<file path="src/rtl/hazard_pkg.sv">
// ============================================================================
// Module      : hazard_pkg
// Description : Shared types and constants for the pipeline hazard controller.
// Revision    : 1.0 - initial release
// ============================================================================
`default_nettype none

package hazard_pkg;

    localparam int                REG_AW = 5;
    localparam logic [REG_AW-1:0] REG_X0 = '0;

    typedef enum logic [1:0] {
        RUN      = 2'd0,
        MEM_WAIT = 2'd1,
        ERROR    = 2'd2
    } state_t;

endpackage

`default_nettype wire

</file>
<file path="src/rtl/hazard_perf_cnt.sv">
// ============================================================================
// Module      : hazard_perf_cnt
// Description : 32-bit saturating event counter with enable.
// Revision    : 1.0 - initial release
// ============================================================================
`default_nettype none

module hazard_perf_cnt (
    input  logic        clk,
    input  logic        rst_n,
    input  logic        en_i,
    output logic [31:0] cnt_o
);

    logic [31:0] cnt_q;
    logic [31:0] cnt_d;

    always_comb begin
        cnt_d = cnt_q;
        if (en_i && (cnt_q != 32'hFFFF_FFFF)) begin
            cnt_d = cnt_q + 32'd1;
        end
    end

    always_ff @(posedge clk or negedge rst_n) begin
        if (!rst_n) begin
            cnt_q <= '0;
        end else begin
            cnt_q <= cnt_d;
        end
    end

    assign cnt_o = cnt_q;

endmodule

`default_nettype wire

</file>
<file path="src/rtl/hazard_ctrl.sv">
// ============================================================================
// Module      : hazard_ctrl
// Description : Load-use stall, branch flush and data-memory freeze/timeout
//               control for the 5-stage RV32 pipeline.
//               Optional macro HAZARD_PERF_EN adds hazard performance counters.
// Revision    : 1.0 - initial release
// ============================================================================
`default_nettype none

module hazard_ctrl
    import hazard_pkg::*;
#(
    parameter int MEM_TIMEOUT = 16,
    parameter int CNT_W       = 5
) (
    input  logic              clk,
    input  logic              rst_n,
    input  logic [REG_AW-1:0] IF_ID_rs1,
    input  logic [REG_AW-1:0] IF_ID_rs2,
    input  logic              IF_ID_use_rs1,
    input  logic              IF_ID_use_rs2,
    input  logic [REG_AW-1:0] ID_EX_rd,
    input  logic              ID_EX_MemRead,
    input  logic              branch_taken,
    input  logic              EX_MEM_MemAccess,
    input  logic              dmem_ready,
    output logic              PC_write,
    output logic              IF_ID_write,
    output logic              IF_ID_flush,
    output logic              ID_EX_flush,
    output logic              pipe_freeze,
    output logic              mem_timeout
`ifdef HAZARD_PERF_EN
   ,output logic [31:0]       perf_loaduse_cnt,
    output logic [31:0]       perf_flush_cnt,
    output logic [31:0]       perf_freeze_cnt
`endif
);

    state_t           state_q, state_d;
    logic [CNT_W-1:0] wait_cnt_q, wait_cnt_d;
    logic             mem_timeout_q, mem_timeout_d;

    logic w_freeze;
    logic w_loaduse;

    assign w_freeze  = EX_MEM_MemAccess && !dmem_ready && (state_q != ERROR);
    assign w_loaduse = ID_EX_MemRead && (ID_EX_rd != REG_X0) &&
                       ((IF_ID_use_rs1 && (IF_ID_rs1 == ID_EX_rd)) ||
                        (IF_ID_use_rs2 && (IF_ID_rs2 == ID_EX_rd)));

    always_comb begin
        state_d       = state_q;
        wait_cnt_d    = wait_cnt_q;
        mem_timeout_d = mem_timeout_q;
        case (state_q)
            RUN: begin
                if (w_freeze) begin
                    state_d    = MEM_WAIT;
                    wait_cnt_d = CNT_W'(1);
                end
            end
            MEM_WAIT: begin
                if (!w_freeze) begin
                    state_d    = RUN;
                    wait_cnt_d = '0;
                end else if (wait_cnt_q == CNT_W'(MEM_TIMEOUT)) begin
                    state_d       = ERROR;
                    mem_timeout_d = 1'b1;
                end else begin
                    wait_cnt_d = wait_cnt_q + CNT_W'(1);
                end
            end
            ERROR: begin
                mem_timeout_d = 1'b1;
            end
            default: begin
                state_d    = RUN;
                wait_cnt_d = '0;
            end
        endcase
    end

    always_ff @(posedge clk or negedge rst_n) begin
        if (!rst_n) begin
            state_q       <= RUN;
            wait_cnt_q    <= '0;
            mem_timeout_q <= 1'b0;
        end else begin
            state_q       <= state_d;
            wait_cnt_q    <= wait_cnt_d;
            mem_timeout_q <= mem_timeout_d;
        end
    end

    // Priority: reset > error > memory freeze > branch flush > load-use stall.
    always_comb begin
        PC_write    = 1'b1;
        IF_ID_write = 1'b1;
        IF_ID_flush = 1'b0;
        ID_EX_flush = 1'b0;
        pipe_freeze = 1'b0;
        if (!rst_n) begin
            PC_write    = 1'b0;
            IF_ID_write = 1'b0;
            IF_ID_flush = 1'b1;
            ID_EX_flush = 1'b1;
        end else if ((state_q == ERROR) || w_freeze) begin
            PC_write    = 1'b0;
            IF_ID_write = 1'b0;
            pipe_freeze = 1'b1;
        end else if (branch_taken) begin
            IF_ID_flush = 1'b1;
            ID_EX_flush = 1'b1;
        end else if (w_loaduse) begin
            PC_write    = 1'b0;
            IF_ID_write = 1'b0;
            ID_EX_flush = 1'b1;
        end
    end

    assign mem_timeout = mem_timeout_q && rst_n;

`ifdef HAZARD_PERF_EN
    logic w_act_freeze;
    logic w_act_flush;
    logic w_act_loaduse;

    assign w_act_freeze  = rst_n && w_freeze;
    assign w_act_flush   = rst_n && (state_q != ERROR) && !w_freeze && branch_taken;
    assign w_act_loaduse = rst_n && (state_q != ERROR) && !w_freeze && !branch_taken && w_loaduse;

    hazard_perf_cnt u_perf_loaduse (
        .clk   (clk),
        .rst_n (rst_n),
        .en_i  (w_act_loaduse),
        .cnt_o (perf_loaduse_cnt)
    );

    hazard_perf_cnt u_perf_flush (
        .clk   (clk),
        .rst_n (rst_n),
        .en_i  (w_act_flush),
        .cnt_o (perf_flush_cnt)
    );

    hazard_perf_cnt u_perf_freeze (
        .clk   (clk),
        .rst_n (rst_n),
        .en_i  (w_act_freeze),
        .cnt_o (perf_freeze_cnt)
    );
`endif

endmodule

`default_nettype wire
</file>
<file path="config.mk">
export PLATFORM = sky130hd
export DESIGN_NAME = hazard_ctrl
export DESIGN_NICKNAME = d
export VERILOG_FILES = /design/src/rtl/hazard_pkg.sv /design/src/rtl/hazard_perf_cnt.sv /design/src/rtl/hazard_ctrl.sv
export SDC_FILE = /design/constraint.sdc
export NUM_CORES = 1
export LEC_CHECK = 0
export BUFFER_PORTS_ARGS = -buffer_cell sky130_fd_sc_hd__buf_2
export CAP_MARGIN = 30
export CORE_MARGIN = 2
export CORE_UTILIZATION = 44
export DETAILED_ROUTE_END_ITERATION = 10
export PLACE_DENSITY_LB_ADDON = 0.05
export SLEW_MARGIN = 30
export SYNTH_ARGS = -nofsm -noshare
export SYNTH_HDL_FRONTEND = slang
export SYNTH_SLANG_ARGS = --single-unit
</file>
<file path="constraint.sdc">
create_clock -name clk -period 2.1 [get_ports clk]
set_input_delay 0.42 -clock clk [delete_from_list [all_inputs] [get_ports clk]]
set_output_delay 0.42 -clock clk [all_outputs]
set_load 0.005 [all_outputs]
</file>
Yosys cells after proc, flatten, opt, wreduce, memory -nomap -nowiden

Cells that the tools add are included.

Bits in registers: 8
Input port bits: 23
Output and inout port bits: 6
Logic and storage cells: 56

$add $sub $neg: 1
Equality and inequality tests: 11
Mux-type cells: 24
Bitwise logic cells: 1
Reduce and logical (&&, ||, !) cells: 16

Operator list:

| operator                                                              | number |
|---|---|
| 1-bit 2-to-1 mux                                                      | 15 |
| 5-bit 2-to-1 mux                                                      | 3 |
| 5-bit case mux with 3 select lines                                    | 1 |
| 5-bit equality test                                                   | 2 |
| 3-bit AND reduction                                                   | 3 |
| 2-bit inequality test, second input constant                          | 4 |
| 1-bit logical AND                                                     | 7 |
| 2-bit 2-to-1 mux                                                      | 3 |
| 3-bit inequality test, second input constant                          | 2 |
| 2-bit case mux with 3 select lines                                    | 1 |
| 5-bit by 1-bit adder with 5-bit output, second input constant         | 1 |
| 5-bit equality test, second input constant                            | 1 |
| 5-bit nonzero test                                                    | 1 |
| 2-bit by 1-bit equality test with 1-bit output, second input constant | 1 |
| 2-bit equality test, second input constant                            | 1 |
| 2-bit zero test                                                       | 1 |
| 1-bit logical OR                                                      | 2 |
| 1-bit case mux with 2 select lines                                    | 1 |
| 2-bit nonzero test                                                    | 1 |
| 1-bit zero test                                                       | 1 |
| 1-bit NOT                                                             | 1 |

Logic depth before layout (Yosys ltp)

Depth in word-level cells: 8
Gate-level depth with buffers: 6

Least setup slack after synthesis

No wires, ideal clock.

Path type: input -> output
Start point: input port ID_EX_rd[3]
End point: output port PC_write
Arrival time: 1.455 ns
Data required time: 1.680 ns
Path slack: 0.225 ns
Cell stages on the path: 5
Path through: xor2_1 -> nor4_2 -> a32oi_1 -> o311a_1 -> buf_4

Cells in the longest elaborated chain, start to end: 8
Elaborated cells on any way between the ends: 12
Those cells by class: 2 x eq/ne; 4 x mux; 6 x reduce/logical

RTL lines:

| element                                | line                                 | text |
|---|---|---|
| start: declaration                     | hazard_ctrl.sv:22                    | `input logic [REG_AW-1:0] ID_EX_rd,` |
| 5-bit equality test (on tied branches) | hazard_ctrl.sv:49, hazard_ctrl.sv:50 |  |
| 1-bit logical AND (on tied branches)   | hazard_ctrl.sv:49, hazard_ctrl.sv:50 |  |
| 1-bit logical OR                       | hazard_ctrl.sv:49                    | `((IF_ID_use_rs1 && (IF_ID_rs1 == ID_EX_rd)) \|\|` |
| 1-bit logical AND *                    | hazard_ctrl.sv:48                    | `assign w_loaduse = ID_EX_MemRead && (ID_EX_rd != REG_X0) &&` |
| 1-bit 2-to-1 mux * (4 in series)       | -                                    |  |
| end: declaration                       | hazard_ctrl.sv:27                    | `output logic PC_write,` |

Mark *: on every way between the ends. The rest lies on a longest branch, timed or not.

Worst setup path after layout

Start point: input port ID_EX_rd[3]
End point: output port PC_write

Cells in the longest elaborated chain, start to end: 8
Elaborated cells on any way between the ends: 12
Those cells by class: 2 x eq/ne; 4 x mux; 6 x reduce/logical

RTL lines:

| element                                | line                                 | text |
|---|---|---|
| 5-bit equality test (on tied branches) | hazard_ctrl.sv:49, hazard_ctrl.sv:50 |  |
| 1-bit logical AND (on tied branches)   | hazard_ctrl.sv:49, hazard_ctrl.sv:50 |  |
| 1-bit logical OR                       | hazard_ctrl.sv:49                    |  |
| 1-bit logical AND *                    | hazard_ctrl.sv:48                    |  |
| 1-bit 2-to-1 mux *                     | hazard_ctrl.sv:115                   | `end else if (w_loaduse) begin` |
| 1-bit 2-to-1 mux *                     | hazard_ctrl.sv:112                   | `end else if (branch_taken) begin` |
| 1-bit 2-to-1 mux *                     | hazard_ctrl.sv:108                   | `end else if ((state_q == ERROR) \|\| w_freeze) begin` |
| 1-bit 2-to-1 mux *                     | hazard_ctrl.sv:103                   | `if (!rst_n) begin` |

Marks and branches as above.

==> impl_metrics.py <==
metrics = {
    "synth": {
        "ys_seq_area_share_pct": 33.4,
        "synth_nets": 92,
        "synth.avg_cell_area_um2": 8.95,
        "synthArstFlopShare_pct": 100,
        "synthSimpleGateAreaFrac_pct": 22.1,
        "yosysTopAreaCell": "dfrtp_1",
        "yosysUniqueCellTypes": 27,
        "synth-xor-area-share_pct": 17.5,
        "synthCells": 67,
        "synth-seq-cells": 8,
        "muxShareOfSynthArea_pct": 1.88,
        "yosys-top-cells-area": "dfrtp_1 33%, xor2_1 15%, ha_1 4.2%",
        "synth_top_family_by_area": "simple AND/OR/NAND/NOR gates",
        "ys_warn_count": 0,
        "synth.top_cells.by_count": "10 x xor2_1, 8 x dfrtp_1, 6 x inv_1, 6 x nand2_1, 4 x nor2_1",
        "synth_top_flop_cell": "dfrtp_1",
        "synth_edf_count": 0,
        "yosysTopAreaCellShare_pct": 33.4,
        "synth_compound_area_share_pct": 15.9,
        "syn_area_um2": 599,
        "synthAdderAreaFrac_pct": 4.18,
        "yosysMostFrequentCell": "xor2_1",
    },
    "layout": {
        "area_growth_pct": 29.6,
        "fin_nets": 124,
        "drive_gt1_share_pct": 36.1,
        "final_cell_count_no_fill": 112,
        "num_antenna_cells": 0,
        "fill_cells": 126,
        "seq_area_um2": 200,
        "multi_input_area_um2": 373,
    },
    "status": {
        "outcome": "finished clean",
    },
    "worst_setup_path": {
        "crit_end": "PC_write",
        "crit_required_ps": 1680,
        "worstPathArrival_ps": 1610,
        "rr_worst_depth": 6,
        "r2r_setup_slack_ps": 650,
        "crit_path_max_fanout": 3,
        "worstSetupEndpointType": "output pin",
        "start_kind": "input pin",
        "critPathKind": "input pin to output pin",
        "crit_path_start": "ID_EX_rd[3]",
        "reg2reg_from": "wait_cnt_q[0]$_DFFE_PN0P_",
        "worstReg2RegEnd": "wait_cnt_q[2]$_DFFE_PN0P_",
    },
    "timing": {
        "fmax_ghz": 0.494,
        "hold_viol": 0,
        "fin_crit_ps": 2030,
        "clock_skew_ps": 4.15,
        "worst_pin_slew_ps": 269,
        "maxSlewViolCount": 0,
        "setup_tns_ps": 0,
        "timing.final.ws_setup_ps": 74.4,
        "rsz0062_at_grt": "no",
        "min_period_over_period_pct": 96.5,
        "finalSetupViolations": 0,
        "relSlewSlack_pct": 82.0,
    },
    "cts": {
        "cts_setup_buffers": 0,
        "clk_pin_slew_worst_paths_ps": 50,
        "cts_sinks": 8,
        "cts_buffers": 3,
        "clockBufferDepth": 2,
        "root_buffer": "clkbuf_4",
        "clkLatencyLatePin_ps": 250,
        "cts_tree": "done",
        "postCtsHoldBufs": 0,
        "cts_max_level": 1,
    },
    "die": {
        "ios": 29,
        "start_util_pct": 46.6,
        "rows": 13,
        "die_h_um": 40.9,
        "dieWidth_um": 40.9,
        "fp.coreArea_um2": 1280,
        "dieArea_um2": 1670,
    },
    "pwr": {
        "p_leak_nw": 0.357,
        "peakVddDrop_uv": 326,
        "total_power_w": 0.000327,
        "power_density_nw_per_um2": 420,
    },
    "grt": {
        "grt_max_degree": 14,
        "antenna_found_initial": 0,
        "overflow": 0,
        "grt_pass1_vias": 429,
        "grt_first_pass_wirelength_mm": 1.70,
        "grt_usage_pct": 16.0,
    },
    "placed_design": {
        "io_buffers": 28,
        "preCtsSetupSlack_ps": 61.3,
        "dp_cells": 109,
        "gp_routability_congestion": 0.803,
    },
    "detailed_routing": {
        "drc": 0,
        "wire_per_inst_um": 11.3,
        "drtAntennaViolNets": 0,
        "totalWireLength_mm": 1.27,
        "drt_iter0_markers": 3,
        "drt-vias-per-instance": 5.11,
        "drt_first_pass_iters": 2,
        "routed-via-count": 572,
    },
    "job": {
        "maxCapViolations": 0,
    },
    "hold_path": {
        "min_path_type": "input pin to asynchronous set/reset pin",
    },
}
==> critical path, stage by stage <==
cell and delay (ps):
buf_2 120, xor2_1 160, nor4_2 260, a32oi_1 160, o311a_1 360, buf_2 130
==> report_power, final <==
part / internal, W / switching (W)
logic: 0.0000303 / 0.0000280
registers: 0.000154 / 0
clock network: 0.0000652 / 0.0000488
total: 0.000250 / 0.0000768
==> state kept, by name, indices dropped and copies added (netlist names) <==
name           flops
mem_timeout_q      1
state_q            2
wait_cnt_q         5
==> cell families (layout without fill, tap and decap cells) <==
group,count (synthesis),in the layout
simple gates,23,23
compound gates,14,14
xor+xnor,12,12
flops,8,8
buf+inv,7,37
fa+ha+maj,2,2
mux,1,1
==> area by class of cell <==
cell class | instances | area share [%]
Clock buffer | 3 | 2.90
Inverter | 6 | 2.90
Multi-Input combinational cell | 52 | 48.0
Sequential cell | 8 | 25.8
Tap cell | 15 | 2.42
Timing Repair Buffer | 28 | 18.0
==> how the worst min path moves through the flow <==
stage,start,end,slack [ps],cells after the start
finish,rst_n,wait_cnt_q[1]$_DFFE_PN0P_,30,1
global route,rst_n,wait_cnt_q[1]$_DFFE_PN0P_,40,1
floorplan,rst_n,mem_timeout_q$_DFFE_PN0P_,120,0
CTS,rst_n,wait_cnt_q[1]$_DFFE_PN0P_,30,1
detailed placement,rst_n,wait_cnt_q[1]$_DFFE_PN0P_,300,1
global placement,rst_n,wait_cnt_q[4]$_DFFE_PN0P_,300,1
==> placed cells by master, fill, tap and decap left out, drive strengths merged, types with 3 or more instances in the layout <==
master,synthesis,routed
nor2,4,4
buf,1,28
o22ai,3,3
xor2,10,10
o21ai,3,3
nand3,3,3
inv,6,6
dfrtp,8,8
nand2,6,6
clkbuf,0,3
==> layer usage <==
metal	global-route usage, %	up-vias	part of all wire [%]
li1	-	297	-
met1	21.2	260	46
met2	22.3	15	48
met3	9.78	0	6.0
met4	2.50	0	0
met5	0	-	0
==> stage by stage <==
| step | utilization (%) | hold WS [ps] | area (um^2) |
|---|---|---|---|
| after global placement | 58.4 | 299 | 751 |
| after floorplan | - | 124 | 599 |
| after global routing | 60.5 | 39.8 | 777 |
| final | 60.5 | 28.0 | 777 |
| after CTS | 60.2 | 27.9 | 773 |
| after detailed placement | 58.4 | 298 | 751 |
==> timing repair <==
action / in CTS / in global routing
endpoints found under the setup margin: 0 / 1
gates resized for setup: 0 / 1
endpoints found under the hold margin: 0 / 0
Note: power is estimated with default switching activity, not from simulation.
